`src/rtl/smvm_pkg.sv`:
```
// Shared sizing, state encoding and lane record for the SMVM batch scheduler.
// K lanes per batch, CREDITS output-buffer row slots (CREDITS >= K).
package smvm_pkg;

  localparam int K       = 4;
  localparam int VAL_W   = 8;
  localparam int COL_W   = 7;
  localparam int CREDITS = 8;

  localparam int LANE_W  = $clog2(K);
  localparam int CNT_W   = $clog2(K + 1);
  localparam int CRED_W  = $clog2(CREDITS + 1);
  localparam int LANES_W = 3;

  localparam logic [CNT_W-1:0]  K_LAST    = CNT_W'(K - 1);
  localparam logic [CRED_W-1:0] CREDITS_C = CRED_W'(CREDITS);

  typedef enum logic [1:0] {
    ST_IDLE  = 2'd0,
    ST_FILL  = 2'd1,
    ST_ISSUE = 2'd2,
    ST_DRAIN = 2'd3
  } state_e;

  typedef struct packed {
    logic [VAL_W-1:0] val;
    logic [COL_W-1:0] col;
    logic             ipv;
  } lane_t;

  function automatic logic [CRED_W-1:0] popcount(input logic [K-1:0] v);
    logic [CRED_W-1:0] n;
    n = '0;
    for (int i = 0; i < K; i++) n = n + CRED_W'(v[i]);
    return n;
  endfunction

endpackage

```
`src/rtl/smvm_batch_scheduler_if.sv`:
```
// Nonzero-beat input stream and K-lane batch issue bus; master is the
// environment (beat source + ALU sink), slave is the scheduler.
interface smvm_batch_scheduler_if;
  import smvm_pkg::*;

  logic                   in_valid;
  logic                   in_ready;
  logic [VAL_W-1:0]       in_val;
  logic [COL_W-1:0]       in_col;
  logic                   in_ipv;
  logic                   in_last;

  logic                   iss_valid;
  logic                   iss_ready;
  logic [VAL_W*K-1:0]     iss_val;
  logic [COL_W*K-1:0]     iss_col;
  logic [K-1:0]           iss_ipv;
  logic [LANES_W-1:0]     iss_lanes;

  modport master (
    output in_valid, in_val, in_col, in_ipv, in_last, iss_ready,
    input  in_ready, iss_valid, iss_val, iss_col, iss_ipv, iss_lanes
  );

  modport slave (
    input  in_valid, in_val, in_col, in_ipv, in_last, iss_ready,
    output in_ready, iss_valid, iss_val, iss_col, iss_ipv, iss_lanes
  );

endinterface

```
`src/rtl/smvm_credit_ctr.sv`:
```
// Output-buffer row credits: one consumed per row end issued, one returned per drained row.
// Latency: counts update at the edge after issue/return; err is sticky until rst.
module smvm_credit_ctr
  import smvm_pkg::*;
(
  input  logic              clk,
  input  logic              rst,
  input  logic [K-1:0]      ipv_vec,
  input  logic              issue,
  input  logic              cred_ret,
  output logic [CRED_W-1:0] need,
  output logic              can_issue,
  output logic              full,
  output logic              err
);

  logic [CRED_W-1:0] credits_q, credits_d;
  logic [CRED_W-1:0] after_issue;
  logic              err_q, err_d;

  assign need      = popcount(ipv_vec);
  assign full      = (credits_q == CREDITS_C);
  assign can_issue = (credits_q >= need);
  assign err       = err_q;

  // A return that would push the count past CREDITS has no row behind it.
  always_comb begin
    after_issue = issue ? (credits_q - need) : credits_q;
    credits_d   = after_issue;
    err_d       = err_q;
    if (cred_ret) begin
      if (after_issue == CREDITS_C) err_d = 1'b1;
      else                          credits_d = after_issue + CRED_W'(1);
    end
  end

  always_ff @(posedge clk) begin
    if (rst) begin
      credits_q <= CREDITS_C;
      err_q     <= 1'b0;
    end else begin
      credits_q <= credits_d;
      err_q     <= err_d;
    end
  end

endmodule

```
`src/rtl/smvm_batch_scheduler.sv`:
```
// Packs nonzero beats into K-lane batches and issues them against row credits; Kth/last beat -> iss_valid next cycle.
// in_ready low while a batch waits (ISSUE) or the matrix drains (DRAIN). Optional counters: SMVM_SCHED_STATS_EN.
module smvm_batch_scheduler
  import smvm_pkg::*;
(
  input  logic                 clk,
  input  logic                 rst,
  smvm_batch_scheduler_if.slave bus,
  input  logic                 cred_ret,
  output logic                 done,
  output logic                 err,
  output logic [15:0]          stat_batches,
  output logic [15:0]          stat_stall
);

  state_e            state_q, state_d;
  logic [CNT_W-1:0]  fill_cnt_q, fill_cnt_d;
  logic              batch_last_q, batch_last_d;
  lane_t             lanes_q [K];
  lane_t             lanes_d [K];

  logic [K-1:0]      ipv_vec;
  logic [CRED_W-1:0] need;
  logic              can_issue, full, cred_err;
  logic              accept, iss_vld_int, iss_fire;

  always_comb begin
    for (int i = 0; i < K; i++) ipv_vec[K-1-i] = lanes_q[i].ipv;
  end

  // A batch with no row end consumes nothing and goes out immediately.
  assign iss_vld_int = (state_q == ST_ISSUE) && (can_issue || (need == '0));
  assign iss_fire    = iss_vld_int && bus.iss_ready && !rst;
  assign accept      = bus.in_valid && bus.in_ready;

  smvm_credit_ctr u_credit (
    .clk       (clk),
    .rst       (rst),
    .ipv_vec   (ipv_vec),
    .issue     (iss_fire),
    .cred_ret  (cred_ret),
    .need      (need),
    .can_issue (can_issue),
    .full      (full),
    .err       (cred_err)
  );

  always_comb begin
    state_d      = state_q;
    fill_cnt_d   = fill_cnt_q;
    batch_last_d = batch_last_q;
    lanes_d      = lanes_q;
    done         = 1'b0;
    case (state_q)
      ST_IDLE, ST_FILL: begin
        if (accept) begin
          lanes_d[fill_cnt_q[LANE_W-1:0]].val = bus.in_val;
          lanes_d[fill_cnt_q[LANE_W-1:0]].col = bus.in_col;
          lanes_d[fill_cnt_q[LANE_W-1:0]].ipv = bus.in_ipv;
          fill_cnt_d   = fill_cnt_q + CNT_W'(1);
          batch_last_d = bus.in_last;
          state_d      = ((fill_cnt_q == K_LAST) || bus.in_last) ? ST_ISSUE : ST_FILL;
        end
      end
      ST_ISSUE: begin
        if (iss_fire) begin
          for (int i = 0; i < K; i++) lanes_d[i] = '0;
          fill_cnt_d   = '0;
          batch_last_d = 1'b0;
          state_d      = batch_last_q ? ST_DRAIN : ST_FILL;
        end
      end
      ST_DRAIN: begin
        if (full) begin
          done    = !rst;
          state_d = ST_IDLE;
        end
      end
      default: state_d = ST_IDLE;
    endcase
  end

  always_ff @(posedge clk) begin
    if (rst) begin
      state_q      <= ST_IDLE;
      fill_cnt_q   <= '0;
      batch_last_q <= 1'b0;
      for (int i = 0; i < K; i++) lanes_q[i] <= '0;
    end else begin
      state_q      <= state_d;
      fill_cnt_q   <= fill_cnt_d;
      batch_last_q <= batch_last_d;
      lanes_q      <= lanes_d;
    end
  end

  // Lane 0 occupies the MSBs of every issue field.
  always_comb begin
    bus.iss_val = '0;
    bus.iss_col = '0;
    if (!rst) begin
      for (int i = 0; i < K; i++) begin
        bus.iss_val[(K-1-i)*VAL_W +: VAL_W] = lanes_q[i].val;
        bus.iss_col[(K-1-i)*COL_W +: COL_W] = lanes_q[i].col;
      end
    end
  end

  assign bus.iss_ipv   = rst ? '0 : ipv_vec;
  assign bus.iss_lanes = rst ? '0 : LANES_W'(fill_cnt_q);
  assign bus.iss_valid = iss_vld_int && !rst;
  assign bus.in_ready  = !rst && ((state_q == ST_IDLE) || (state_q == ST_FILL));
  assign err           = cred_err && !rst;

`ifdef SMVM_SCHED_STATS_EN
  logic [15:0] stat_batches_q, stat_batches_d;
  logic [15:0] stat_stall_q, stat_stall_d;

  always_comb begin
    stat_batches_d = stat_batches_q;
    stat_stall_d   = stat_stall_q;
    if (iss_fire && (stat_batches_q != 16'hffff))
      stat_batches_d = stat_batches_q + 16'd1;
    if ((state_q == ST_ISSUE) && !iss_vld_int && (stat_stall_q != 16'hffff))
      stat_stall_d = stat_stall_q + 16'd1;
  end

  always_ff @(posedge clk) begin
    if (rst) begin
      stat_batches_q <= '0;
      stat_stall_q   <= '0;
    end else begin
      stat_batches_q <= stat_batches_d;
      stat_stall_q   <= stat_stall_d;
    end
  end

  assign stat_batches = rst ? 16'd0 : stat_batches_q;
  assign stat_stall   = rst ? 16'd0 : stat_stall_q;
`else
  assign stat_batches = 16'd0;
  assign stat_stall   = 16'd0;
`endif

endmodule

```
`src/flat_wrapper.sv`:
```
// flat-port wrapper written by rule: the top's interface ports become plain ports
module smvm_batch_scheduler_flat import smvm_pkg::*;
  (clk, rst, cred_ret, done, err, stat_batches, stat_stall, bus_in_valid, bus_in_val, bus_in_col, bus_in_ipv, bus_in_last, bus_iss_ready, bus_in_ready, bus_iss_valid, bus_iss_val, bus_iss_col, bus_iss_ipv, bus_iss_lanes);
  smvm_batch_scheduler_if bus_i ();
  input  logic clk;
  input  logic rst;
  input  logic cred_ret;
  output logic done;
  output logic err;
  output logic [15:0] stat_batches;
  output logic [15:0] stat_stall;
  input wire logic [$bits(bus_i.in_valid)-1:0] bus_in_valid;
  input wire logic [$bits(bus_i.in_val)-1:0] bus_in_val;
  input wire logic [$bits(bus_i.in_col)-1:0] bus_in_col;
  input wire logic [$bits(bus_i.in_ipv)-1:0] bus_in_ipv;
  input wire logic [$bits(bus_i.in_last)-1:0] bus_in_last;
  input wire logic [$bits(bus_i.iss_ready)-1:0] bus_iss_ready;
  output wire logic [$bits(bus_i.in_ready)-1:0] bus_in_ready;
  output wire logic [$bits(bus_i.iss_valid)-1:0] bus_iss_valid;
  output wire logic [$bits(bus_i.iss_val)-1:0] bus_iss_val;
  output wire logic [$bits(bus_i.iss_col)-1:0] bus_iss_col;
  output wire logic [$bits(bus_i.iss_ipv)-1:0] bus_iss_ipv;
  output wire logic [$bits(bus_i.iss_lanes)-1:0] bus_iss_lanes;
  assign bus_i.in_valid = bus_in_valid;
  assign bus_i.in_val = bus_in_val;
  assign bus_i.in_col = bus_in_col;
  assign bus_i.in_ipv = bus_in_ipv;
  assign bus_i.in_last = bus_in_last;
  assign bus_i.iss_ready = bus_iss_ready;
  assign bus_in_ready = bus_i.in_ready;
  assign bus_iss_valid = bus_i.iss_valid;
  assign bus_iss_val = bus_i.iss_val;
  assign bus_iss_col = bus_i.iss_col;
  assign bus_iss_ipv = bus_i.iss_ipv;
  assign bus_iss_lanes = bus_i.iss_lanes;
  smvm_batch_scheduler u_core (.clk(clk), .rst(rst), .bus(bus_i), .cred_ret(cred_ret), .done(done), .err(err), .stat_batches(stat_batches), .stat_stall(stat_stall));
endmodule
```
`config.mk`:
```
export PLATFORM = sky130hd
export DESIGN_NAME = smvm_batch_scheduler_flat
export DESIGN_NICKNAME = d
export VERILOG_FILES = /design/src/rtl/smvm_pkg.sv /design/src/rtl/smvm_batch_scheduler_if.sv /design/src/rtl/smvm_credit_ctr.sv /design/src/rtl/smvm_batch_scheduler.sv /design/src/flat_wrapper.sv
export SDC_FILE = /design/constraint.sdc
export NUM_CORES = 1
export LEC_CHECK = 0
export ABC_AREA = 1
export BUFFER_PORTS_ARGS = -buffer_cell sky130_fd_sc_hd__buf_2
export CAP_MARGIN = 10
export CORE_MARGIN = 3
export CORE_UTILIZATION = 55
export CTS_CLUSTER_SIZE = 16
export DETAILED_ROUTE_END_ITERATION = 8
export PLACE_DENSITY = 0.91
export SLEW_MARGIN = 15
export SYNTH_ARGS = -nofsm -noshare
export SYNTH_HDL_FRONTEND = slang
export SYNTH_SLANG_ARGS = --single-unit
```
`constraint.sdc`:
```
create_clock -name clk -period 8.65 [get_ports clk]
set_input_delay 1.2975 -clock clk [delete_from_list [all_inputs] [get_ports clk]]
set_output_delay 1.2975 -clock clk [all_outputs]
set_load 0.05 [all_outputs]
```
==> results of run 1 <==
==> final cells by class <==
cell class / instances / area [um^2] / area share (%)
flip-flops and latches: 75 / 1500 / 34.5
repair buffers: 93 / 468 / 10.8
clock buffers: 10 / 138 / 3.16
multi-input cells: 338 / 1700 / 39.0
well taps: 77 / 96.3 / 2.21
clock inverters: 6 / 86.3 / 1.98
inverters: 96 / 364 / 8.36
==> Yosys cell counts, types with 2 or more instances <==
library cell,count,area [um^2]
clkbuf_1,8,30.0
o21ai_0,31,155
nor2_8,2,40.0
buf_4,32,240
dfxtp_1,75,1500
buf_2,2,10.0
inv_1,93,349
nand4_1,3,18.8
nand3_2,10,100
o21ai_4,4,65.1
a21oi_1,6,30.0
nand2_1,105,394
o21ai_1,40,200
buf_6,6,67.6
ha_1,10,125
nor2_1,73,274
nand3_1,11,55.1
fa_1,2,40.0
==> logic make-up (layout without fill, tap and decap cells) <==
logic type / count (synthesis) / in the layout / share of synthesized area [%]
AND/OR/NAND/NOR: 208 / 208 / 24.3
buffers and inverters: 144 / 205 / 18.8
AO/OA/AOI/OAI: 85 / 85 / 12.7
flip-flops: 75 / 75 / 39.6
adder cells (fa/ha/maj): 12 / 12 / 4.35
other: 1 / 32 / 0.0988
XOR/XNOR: 1 / 1 / 0.231
==> cells in the final DEF (no fill, tap or decap), types with 11 or more instances in the layout <==
master	synthesis	layout
dfxtp_1	75	75
inv_1	93	93
conb_1	1	32
nand3_1	11	11
o21ai_0	31	31
buf_2	2	92
nor2_1	73	73
nand2_1	105	105
o21ai_1	40	40
==> path summary, 6_finish.rpt <==
path | start | end | slack (ns) | depth (start not counted)
hold reg to reg | u_core.u_credit.err$_SDFFE_PP0P_ | u_core.u_credit.err$_SDFFE_PP0P_ | 0.46 | 2
setup reg to reg | u_core.ipv_vec[0]$_SDFFE_PP0P_ | u_core.state_q[0]$_SDFFE_PP0P_ | 5.06 | 18
setup / recovery | u_core.ipv_vec[0]$_SDFFE_PP0P_ | bus_iss_valid | 4.39 | 14
hold / removal | u_core.u_credit.err$_SDFFE_PP0P_ | u_core.u_credit.err$_SDFFE_PP0P_ | 0.46 | 2
==> routing by layer <==
metal	vias to the layer above	share of wire [%]	track usage (%)
met3	16	6.8	4.06
met2	152	49	40.1
met4	0	1.6	8.80
met5	-	0	0
met1	1579	42	28.9
li1	1729	-	-
==> flip-flops by register name, indices dropped and copies added, names as in the netlist <==
register and count:
u_core.state_q 2, u_core.u_credit.credits_q 4, u_core.ipv_vec 4, u_core.lanes_q 60, u_core.fill_cnt_q 3, u_core.u_credit.err 1, u_core.batch_last_q 1
==> worst max-delay path: stages (launching register included) <==
cell	delay [ns]
dfxtp_1	0.32
inv_1	0.06
fa_1	0.53
inv_1	0.04
ha_1	0.19
ha_1	0.27
inv_1	0.07
fa_1	0.43
nand2_1	0.08
nand2_1	0.05
inv_1	0.06
nand3_1	0.18
nand2_1	0.11
inv_1	0.04
buf_2	0.20
==> power by group <==
part | switching, mW | total, mW | internal [mW]
sequential | 0.0101 | 0.377 | 0.367
combinational | 0.163 | 0.209 | 0.0459
clock | 0.131 | 0.301 | 0.170
total | 0.304 | 0.887 | 0.583
==> metrics by stage <==
step / cell area, um^2 / hold slack [ns] / power [mW] / setup slack, ns
6_report: 4350 / 0.461 / 0.887 / 4.39
5_1_grt: 4350 / 0.489 / 0.921 / 4.20
3_3_place_gp: 4130 / 0.443 / 0.585 / 4.54
3_5_place_dp: 4130 / 0.440 / 0.590 / 4.49
4_1_cts: 4350 / 0.464 / 0.887 / 4.38
2_1_floorplan: 3910 / 0.424 / 0.562 / 4.93
==> impl_metrics.tcl, run 1 <==
set metrics [dict create \
    grt_pass1_wl_um 14300 \
    routed-via-count 3476 \
    endpoint_kind "output pin" \
    yosysWarnings 0 \
    grt_setup_unrepaired "false" \
    period_needed_ns 4.26 \
    cts_sinks 75 \
    synth_edf_count 0 \
    start_util_pct 58.1 \
    cts_buffers 9 \
    die_w_um 89.1 \
    wl_per_cell_um 13.4 \
    ctsLongestPathBuffers 2 \
    fin_setup_tns_ns 0 \
    crit_required_ns 7.35 \
    critical_path_class "reg -> out" \
    cts_hold_buf 0 \
    dr.pass1.iters 5 \
    synth.yosys.seq_area_share_pct 39.6 \
    fillers 542 \
    fin_util_pct 66.6 \
    finalSetupViolCount 0 \
    drc 0 \
    gp_congestion 0.898 \
    core-area_um2 6530 \
    drive_above_1_share_pct 21.0 \
    dp_hpwl_um 6560 \
    finClkSkew_ns 0.00807 \
    fp-row-count 29 \
    cts_tree "yes" \
    ys_async_sr_fraction_pct 0 \
    drt-vias-per-instance 5.00 \
    netlist_instances 526 \
    antenna_found_initial 0 \
    grt_max_degree 74 \
    nets 647 \
    final_cells 695 \
    hold_violations 0 \
    cts_root_buf "clkbuf_8" \
    ys_ff_latch 75 \
    synth_cell_types 31 \
    die_h_um 89.1 \
    wl_um 9300 \
    clkLatencyLatePin_ns 0.34 \
    drv_cap 0 \
    slew-limit-headroom_pct 48.9 \
    grt_pass1_vias 3148 \
    holdCritPathClass "reg -> reg" \
    diodes 0 \
    vdd_ir_drop_max_v 0.000114 \
    post_cts_resized 0 \
    path_max_fanout 5 \
    fp.dieArea_um2 7940 \
    dp_cells 679 \
    track_usage_pct 23.2 \
    ios 125 \
    drt_iter0_drc 220 \
    startpoint_type "flop" \
    post-route-period-util_pct 49.2 \
    cp_data_arrival_time_ns 2.96 \
    syn_area_um2 3800 \
    syn_area_per_cell_um2 7.22 \
    cellLeakagePower_nw 2.10 \
    numPortBuffers 92 \
    worstMarginPinSlew_ns 0.766 \
    powerDensity_nw_per_um2 204 \
    clock.fmax_mhz 235 \
    area_delta_synth_final_pct 14.7 \
    synth_ff_type "dfxtp_1" \
    outcome "finished clean" \
    ant_nets 0 \
    grt_overflow 0 \
    cts_setup_buffers 0 \
    htreeDepth 3 \
    final_max_slew_viol_count 0 \
    cts.clk_slew.worst_paths_ns 0.08 \
]
No activity file was read; power rests on OpenSTA's default activity.
==> run 2, diff against run 1 <==
--- a/config.mk
+++ b/config.mk
@@ -9,10 +9,10 @@
 export BUFFER_PORTS_ARGS = -buffer_cell sky130_fd_sc_hd__buf_2
 export CAP_MARGIN = 10
 export CORE_MARGIN = 3
-export CORE_UTILIZATION = 55
+export CORE_UTILIZATION = 46
 export CTS_CLUSTER_SIZE = 16
 export DETAILED_ROUTE_END_ITERATION = 8
-export PLACE_DENSITY = 0.91
+export PLACE_DENSITY = 0.82
 export SLEW_MARGIN = 15
 export SYNTH_ARGS = -nofsm -noshare
 export SYNTH_HDL_FRONTEND = slang
==> constraint.sdc (replaced) <==
create_clock -name clk -period 3.75 [get_ports clk]
set_input_delay 0.5625 -clock clk [delete_from_list [all_inputs] [get_ports clk]]
set_output_delay 0.5625 -clock clk [all_outputs]
set_load 0.05 [all_outputs]
==> run 2 against run 1 <==
Compared with the run above:
- setup slack lost 4.1 ns
- register-to-register slack got worse by 4.5 ns
- hold slack worse by 0.020 ns
- critical path type unchanged
- largest power group unchanged
==> impl_metrics.tcl, run 2 (synthesis results as in run 1) <==
set metrics [dict create \
    final_cells 721 \
    htreeDepth 3 \
    largest_register_ffs 60 \
    cts_sinks 75 \
    ctsLongestPathBuffers 2 \
    wl_per_cell_um 13.4 \
    dp_slack_ns 0.279 \
    grt_overflow 0 \
    layout_commonest_cell "nand2_1" \
    path_common_cell "inv_1" \
    drt_iter0_drc 270 \
    dp_cells 704 \
    startpoint_type "flop" \
    drv_cap 0 \
    critPathSlowestCell "fa_1" \
    finalSetupViolCount 0 \
    clock.fmax_mhz 292 \
    grt_pass1_vias 3344 \
    fin_setup_tns_ns 0 \
    critical_path_class "reg -> out" \
    cellLeakagePower_nw 2.08 \
    power_mw 1.98 \
    finClkSkew_ns 0.00531 \
    period_needed_ns 3.42 \
    cts_tree "yes" \
    hold_violations 0 \
    track_usage_pct 20.9 \
    crit_family "adder cells" \
    wl_um 9640 \
    crit_buf_inv 6 \
    fp-row-count 32 \
    drc 0 \
    grt_setup_unrepaired "false" \
    grt_pass1_wl_um 16000 \
    dr.pass1.iters 4 \
    ios 125 \
    multi_input_area_um2 1700 \
    drive_above_1_share_pct 21.2 \
    cts.clk_slew.worst_paths_ns 0.08 \
    crit_required_ns 3.19 \
    outcome "finished clean" \
    cts_buffers 9 \
    dp_hpwl_um 7130 \
    worstMarginPinSlew_ns 0.647 \
    holdCritPathClass "in -> reg" \
    slew-limit-headroom_pct 56.8 \
    powerDensity_nw_per_um2 453 \
    fp.dieArea_um2 9380 \
    drt-vias-per-instance 4.80 \
    gp_congestion 0.830 \
    numPortBuffers 92 \
    grt_max_degree 54 \
    final_max_slew_viol_count 0 \
    path_cells "inv_1, fa_1, inv_1, ha_1, ha_1, inv_1, fa_1, nand2_1, nand2_1, inv_1, nand3_2, nand2_1, inv_1, buf_2" \
    top_register "u_core.lanes_q" \
    fillers 762 \
    post-route-period-util_pct 91.2 \
    clkLatencyLatePin_ns 0.34 \
    die_w_um 96.8 \
    register_area_um2 1500 \
    ant_nets 0 \
    nets 647 \
    endpoint_kind "output pin" \
    die_h_um 96.8 \
    design_area_um2 4370 \
    path_max_fanout 5 \
    cts_setup_buffers 0 \
    cpPeakStageDelay_ns 0.53 \
    vdd_ir_drop_max_v 0.000157 \
    start_util_pct 48.1 \
    routed-via-count 3459 \
    cp_data_arrival_time_ns 2.86 \
    antenna_found_initial 0 \
    cts_root_buf "clkbuf_8" \
    layout_common_cells "nand2_1, inv_1, buf_2" \
    core-area_um2 7890 \
    place_area_um2 4160 \
    worst_slack_ns 0.329 \
    area_delta_synth_final_pct 15.1 \
]
[run 2: cell count changes in the layout (fill, tap and decap cells not counted), sizes merged]
cell | before | now
bufinv | 2 | 1
clkinv | 4 | 3
clkinvlp | 1 | 2
diode | 0 | 1
inv | 95 | 96
[run 2: path summary, 6_finish.rpt]
kind | startpoint | endpoint | slack (ns) | cells after the start
worst max-delay path | u_core.ipv_vec[0]$_SDFFE_PP0P_ | bus_iss_valid | 0.33 | 14
worst min-delay path | bus_in_last | u_core.batch_last_q$_SDFFE_PP0P_ | 0.44 | 3
worst max register to register | u_core.ipv_vec[0]$_SDFFE_PP0P_ | u_core.lanes_q[13]$_SDFFE_PP0P_ | 0.54 | 18
worst min register to register | u_core.u_credit.err$_SDFFE_PP0P_ | u_core.u_credit.err$_SDFFE_PP0P_ | 0.48 | 2
[run 2: repair_timing]
item                       CTS  global route
hold endpoints to repair     0             0
resized for setup            0             2
hold buffers                 0             0
setup endpoints to repair    0            20
[run 2: through the flow]
| stage | utilization (%) | hold WS [ns] |
|---|---|---|
| after global placement | 52.7 | 0.449 |
| after floorplan | - | 0.424 |
| after CTS | 55.3 | 0.438 |
| final | 55.4 | 0.442 |
| after global routing | 55.4 | 0.449 |
| after detailed placement | 52.7 | 0.454 |
[run 2: area by class of cell]
class	instances	share of cell area (%)
Timing Repair Buffer	93	10.7
Clock buffer	10	3.15
Inverter	96	8.36
Clock inverter	6	1.46
Antenna cell	1	0.0573
Tap cell	102	2.92
Sequential cell	75	34.4
Multi-Input combinational cell	338	39.0
[run 2: worst min-delay path, stage by stage]
cell,delay (ns)
buf_2,0.09
nand2_1,0.04
o21ai_0,0.06
[run 2: power breakdown]
group	switching, mW	leakage [nW]	internal (mW)
logic	0.378	1.38	0.106
clock network	0.303	0.0987	0.325
registers	0.0238	0.609	0.846
total	0.705	2.08	1.28
[run 2: metal layers]
| layer | global-route usage, % | share of wire [%] | vias to the layer above |
|---|---|---|---|
| met1 | 25.9 | 43 | 1559 |
| met5 | 0 | 0 | - |
| li1 | - | - | 1731 |
| met2 | 35.8 | 48 | 153 |
| met4 | 8.10 | 1.7 | 0 |
| met3 | 3.97 | 7.6 | 16 |
==> run 3, diff against run 2 <==
--- a/config.mk
+++ b/config.mk
@@ -9,11 +9,12 @@
 export BUFFER_PORTS_ARGS = -buffer_cell sky130_fd_sc_hd__buf_2
 export CAP_MARGIN = 10
 export CORE_MARGIN = 3
-export CORE_UTILIZATION = 46
+export CORE_UTILIZATION = 47
 export CTS_CLUSTER_SIZE = 16
 export DETAILED_ROUTE_END_ITERATION = 8
 export PLACE_DENSITY = 0.82
 export SLEW_MARGIN = 15
 export SYNTH_ARGS = -nofsm -noshare
 export SYNTH_HDL_FRONTEND = slang
+export SYNTH_HIERARCHICAL = 1
 export SYNTH_SLANG_ARGS = --single-unit
==> run 3 against run 2 <==
Compared with the run above:
- area after synthesis is 8.4% higher
- sequential share of layout area decreased by 2.5 points
- non-clock buffer count up 5
- first-iteration DRC count fell by 43%
- fmax is 4.1% lower
- largest cell class unchanged
- largest power group unchanged
==> impl_metrics.tcl, run 3 <==
set metrics [dict create \
    clkLatencyLatePin_ns 0.35 \
    synth_ff_type "dfxtp_1" \
    synth_common_cells "nand2_1, inv_1, nor2_1" \
    core-area_um2 8340 \
    ios 125 \
    cts_tree "yes" \
    htreeDepth 3 \
    grt_pass1_vias 3456 \
    fp.dieArea_um2 9910 \
    drt-vias-per-instance 4.59 \
    synthMuxAreaShare_pct 0 \
    path_max_fanout 3 \
    syn_area_um2 4110 \
    final_max_slew_viol_count 0 \
    path_common_cell "nand2_1" \
    period_needed_ns 3.57 \
    ctsLongestPathBuffers 2 \
    path_cells "inv_1, fa_1, inv_1, ha_1, ha_1, inv_2, nand2_1, nand2_2, ha_1, inv_1, nand2_1, nand2_1, nand3_1, inv_1, nand2_1, nand2_1, nor2_1, buf_6" \
    dp_cells 820 \
    endpoint_kind "output pin" \
    powerDensity_nw_per_um2 441 \
    synth.yosys.seq_area_share_pct 36.5 \
    grt_max_degree 53 \
    outcome "finished clean" \
    design_area_um2 4720 \
    holdCritPathClass "reg -> reg" \
    dp_hpwl_um 7290 \
    grt_pass1_wl_um 16200 \
    cts_sinks 75 \
    yosysWarnings 6 \
    diodes 0 \
    nets 761 \
    synth_most_common_cell "nand2_1" \
    fin_setup_tns_ns 0 \
    start_util_pct 49.3 \
    cpPeakStageDelay_ns 0.55 \
    antenna_found_initial 0 \
    worstMarginPinSlew_ns 0.977 \
    final_cells 836 \
    wl_per_cell_um 12.1 \
    numPortBuffers 92 \
    ant_nets 0 \
    post-route-period-util_pct 95.1 \
    power_mw 2.08 \
    synth_area_leaders "dfxtp_1, nand2_1, inv_1" \
    synth_compound_area_share_pct 1.76 \
    critPathSlowestCell "fa_1" \
    grt_overflow 0 \
    synth-simple-area-share_pct 38.5 \
    gp_congestion 0.872 \
    ys_async_sr_fraction_pct 0 \
    fp-row-count 33 \
    netlist_instances 640 \
    drc 0 \
    synth_xor_area_share_pct 0.213 \
    largest_register_ffs 60 \
    synth_top_area_share_pct 36.5 \
    drive_above_1_share_pct 20.2 \
    drt_iter0_drc 155 \
    synth_cell_types 30 \
    cts_root_buf "clkbuf_8" \
    finalSetupViolCount 0 \
    clock.fmax_mhz 280 \
    die_w_um 99.6 \
    track_usage_pct 20.4 \
    synth_edf_count 0 \
    routed-via-count 3834 \
    synth_top_family_by_area "simple AND/OR/NAND/NOR gates" \
    layout_common_cells "nand2_1, inv_1, buf_2, nor2_1, dfxtp_1" \
    dr.pass1.iters 5 \
    hold_violations 0 \
    ys_ff_latch 75 \
    layout_commonest_cell "nand2_1" \
    cp_data_arrival_time_ns 3.00 \
    cts.clk_slew.worst_paths_ns 0.08 \
    vdd_ir_drop_max_v 0.000218 \
    crit_required_ns 3.19 \
    drv_cap 0 \
    startpoint_type "flop" \
    synthAdderAreaFrac_pct 4.14 \
    area_delta_synth_final_pct 14.6 \
    place_area_um2 4490 \
    syn_area_per_cell_um2 6.43 \
    die_h_um 99.6 \
    yosys.area.top_type "dfxtp_1" \
    critical_path_class "reg -> out" \
    finClkSkew_ns 0.00816 \
    fin_util_pct 56.5 \
    wl_um 10100 \
    top_register "u_core/lanes_q" \
    slew-limit-headroom_pct 34.9 \
    cellLeakagePower_nw 2.61 \
    cts_buffers 9 \
]
## run 3: cell types whose count changed in the layout (fill, tap and decap cells not counted), moves of 3 or more
cell / change
nand2_1: +144
o21ai_1: -39
o21ai_0: -27
nor2_1: +18
nor2_2: +11
nand3_2: -7
buf_4: +5
inv_2: +5
nand2_2: +5
inv_1: +3
nand3_4: +3
nand4_1: -3
o21ai_4: -3
## run 3: metrics by stage
| stage | hold WS, ns | worst slack (ns) |
|---|---|---|
| final | 0.455 | 0.185 |
| after global routing | 0.495 | -0.0417 |
| after CTS | 0.462 | 0.104 |
| after detailed placement | 0.450 | 0.176 |
| after global placement | 0.448 | 0.405 |
| after floorplan | 0.424 | 0.407 |
## run 3: timing repair
item,in CTS,in global routing
setup endpoints to repair,0,5
setup buffers,0,0
resized for setup,0,7
hold buffers,0,0
## run 3: path summary, 6_finish.rpt
kind	start	end	slack (ns)	depth (start not counted)
max	u_core/ipv_vec[0]$_SDFFE_PP0P_	bus_iss_valid	0.18	18
min	u_core/u_credit/err$_SDFFE_PP0P_	u_core/u_credit/err$_SDFFE_PP0P_	0.45	2
max reg2reg	u_core/ipv_vec[0]$_SDFFE_PP0P_	u_core/u_credit/credits_q[0]$_SDFF_PP0_	0.28	25
min reg2reg	u_core/u_credit/err$_SDFFE_PP0P_	u_core/u_credit/err$_SDFFE_PP0P_	0.45	2
## run 3: power by group
part / leakage [nW] / internal [mW] / total, mW / switching (mW)
Clock: 0.106 / 0.376 / 0.681 / 0.305
Combinational: 1.90 / 0.126 / 0.539 / 0.413
Sequential: 0.609 / 0.844 / 0.862 / 0.0185
Total: 2.61 / 1.35 / 2.08 / 0.736
## run 3: worst max-delay path: cells and delay by family (launching register included)
kind	cells	cell delay (ns)
flops	1	0.33
fa+ha+maj	4	1.20
buf+inv	6	0.49
simple gates	8	0.64
## run 3: layout make-up
| class | count | area [um^2] |
|---|---|---|
| repair buffers | 98 | 512 |
| flip-flops and latches | 75 | 1500 |
| well taps | 105 | 131 |
| clock inverters | 6 | 90.1 |
| multi-input cells | 439 | 1960 |
| fillers | 795 | 3620 |
| clock buffers | 10 | 128 |
| inverters | 103 | 389 |
## run 3: cells by family after synthesis
group,after synthesis
xor gates and xnor gates,1
other,2
adders and majority gates,13
AOI/OAI and AO/OA,12
buffers and inverters,157
and+or+nand+nor,380
DFF,75
## run 3: routing by layer
layer,GRT usage (%),up-vias,part of all wire (%)
met5,0,-,0
met4,7.14,0,1.6
met3,4.49,15,6.3
met2,36.0,126,51
met1,24.2,1729,41
li1,-,1964,-
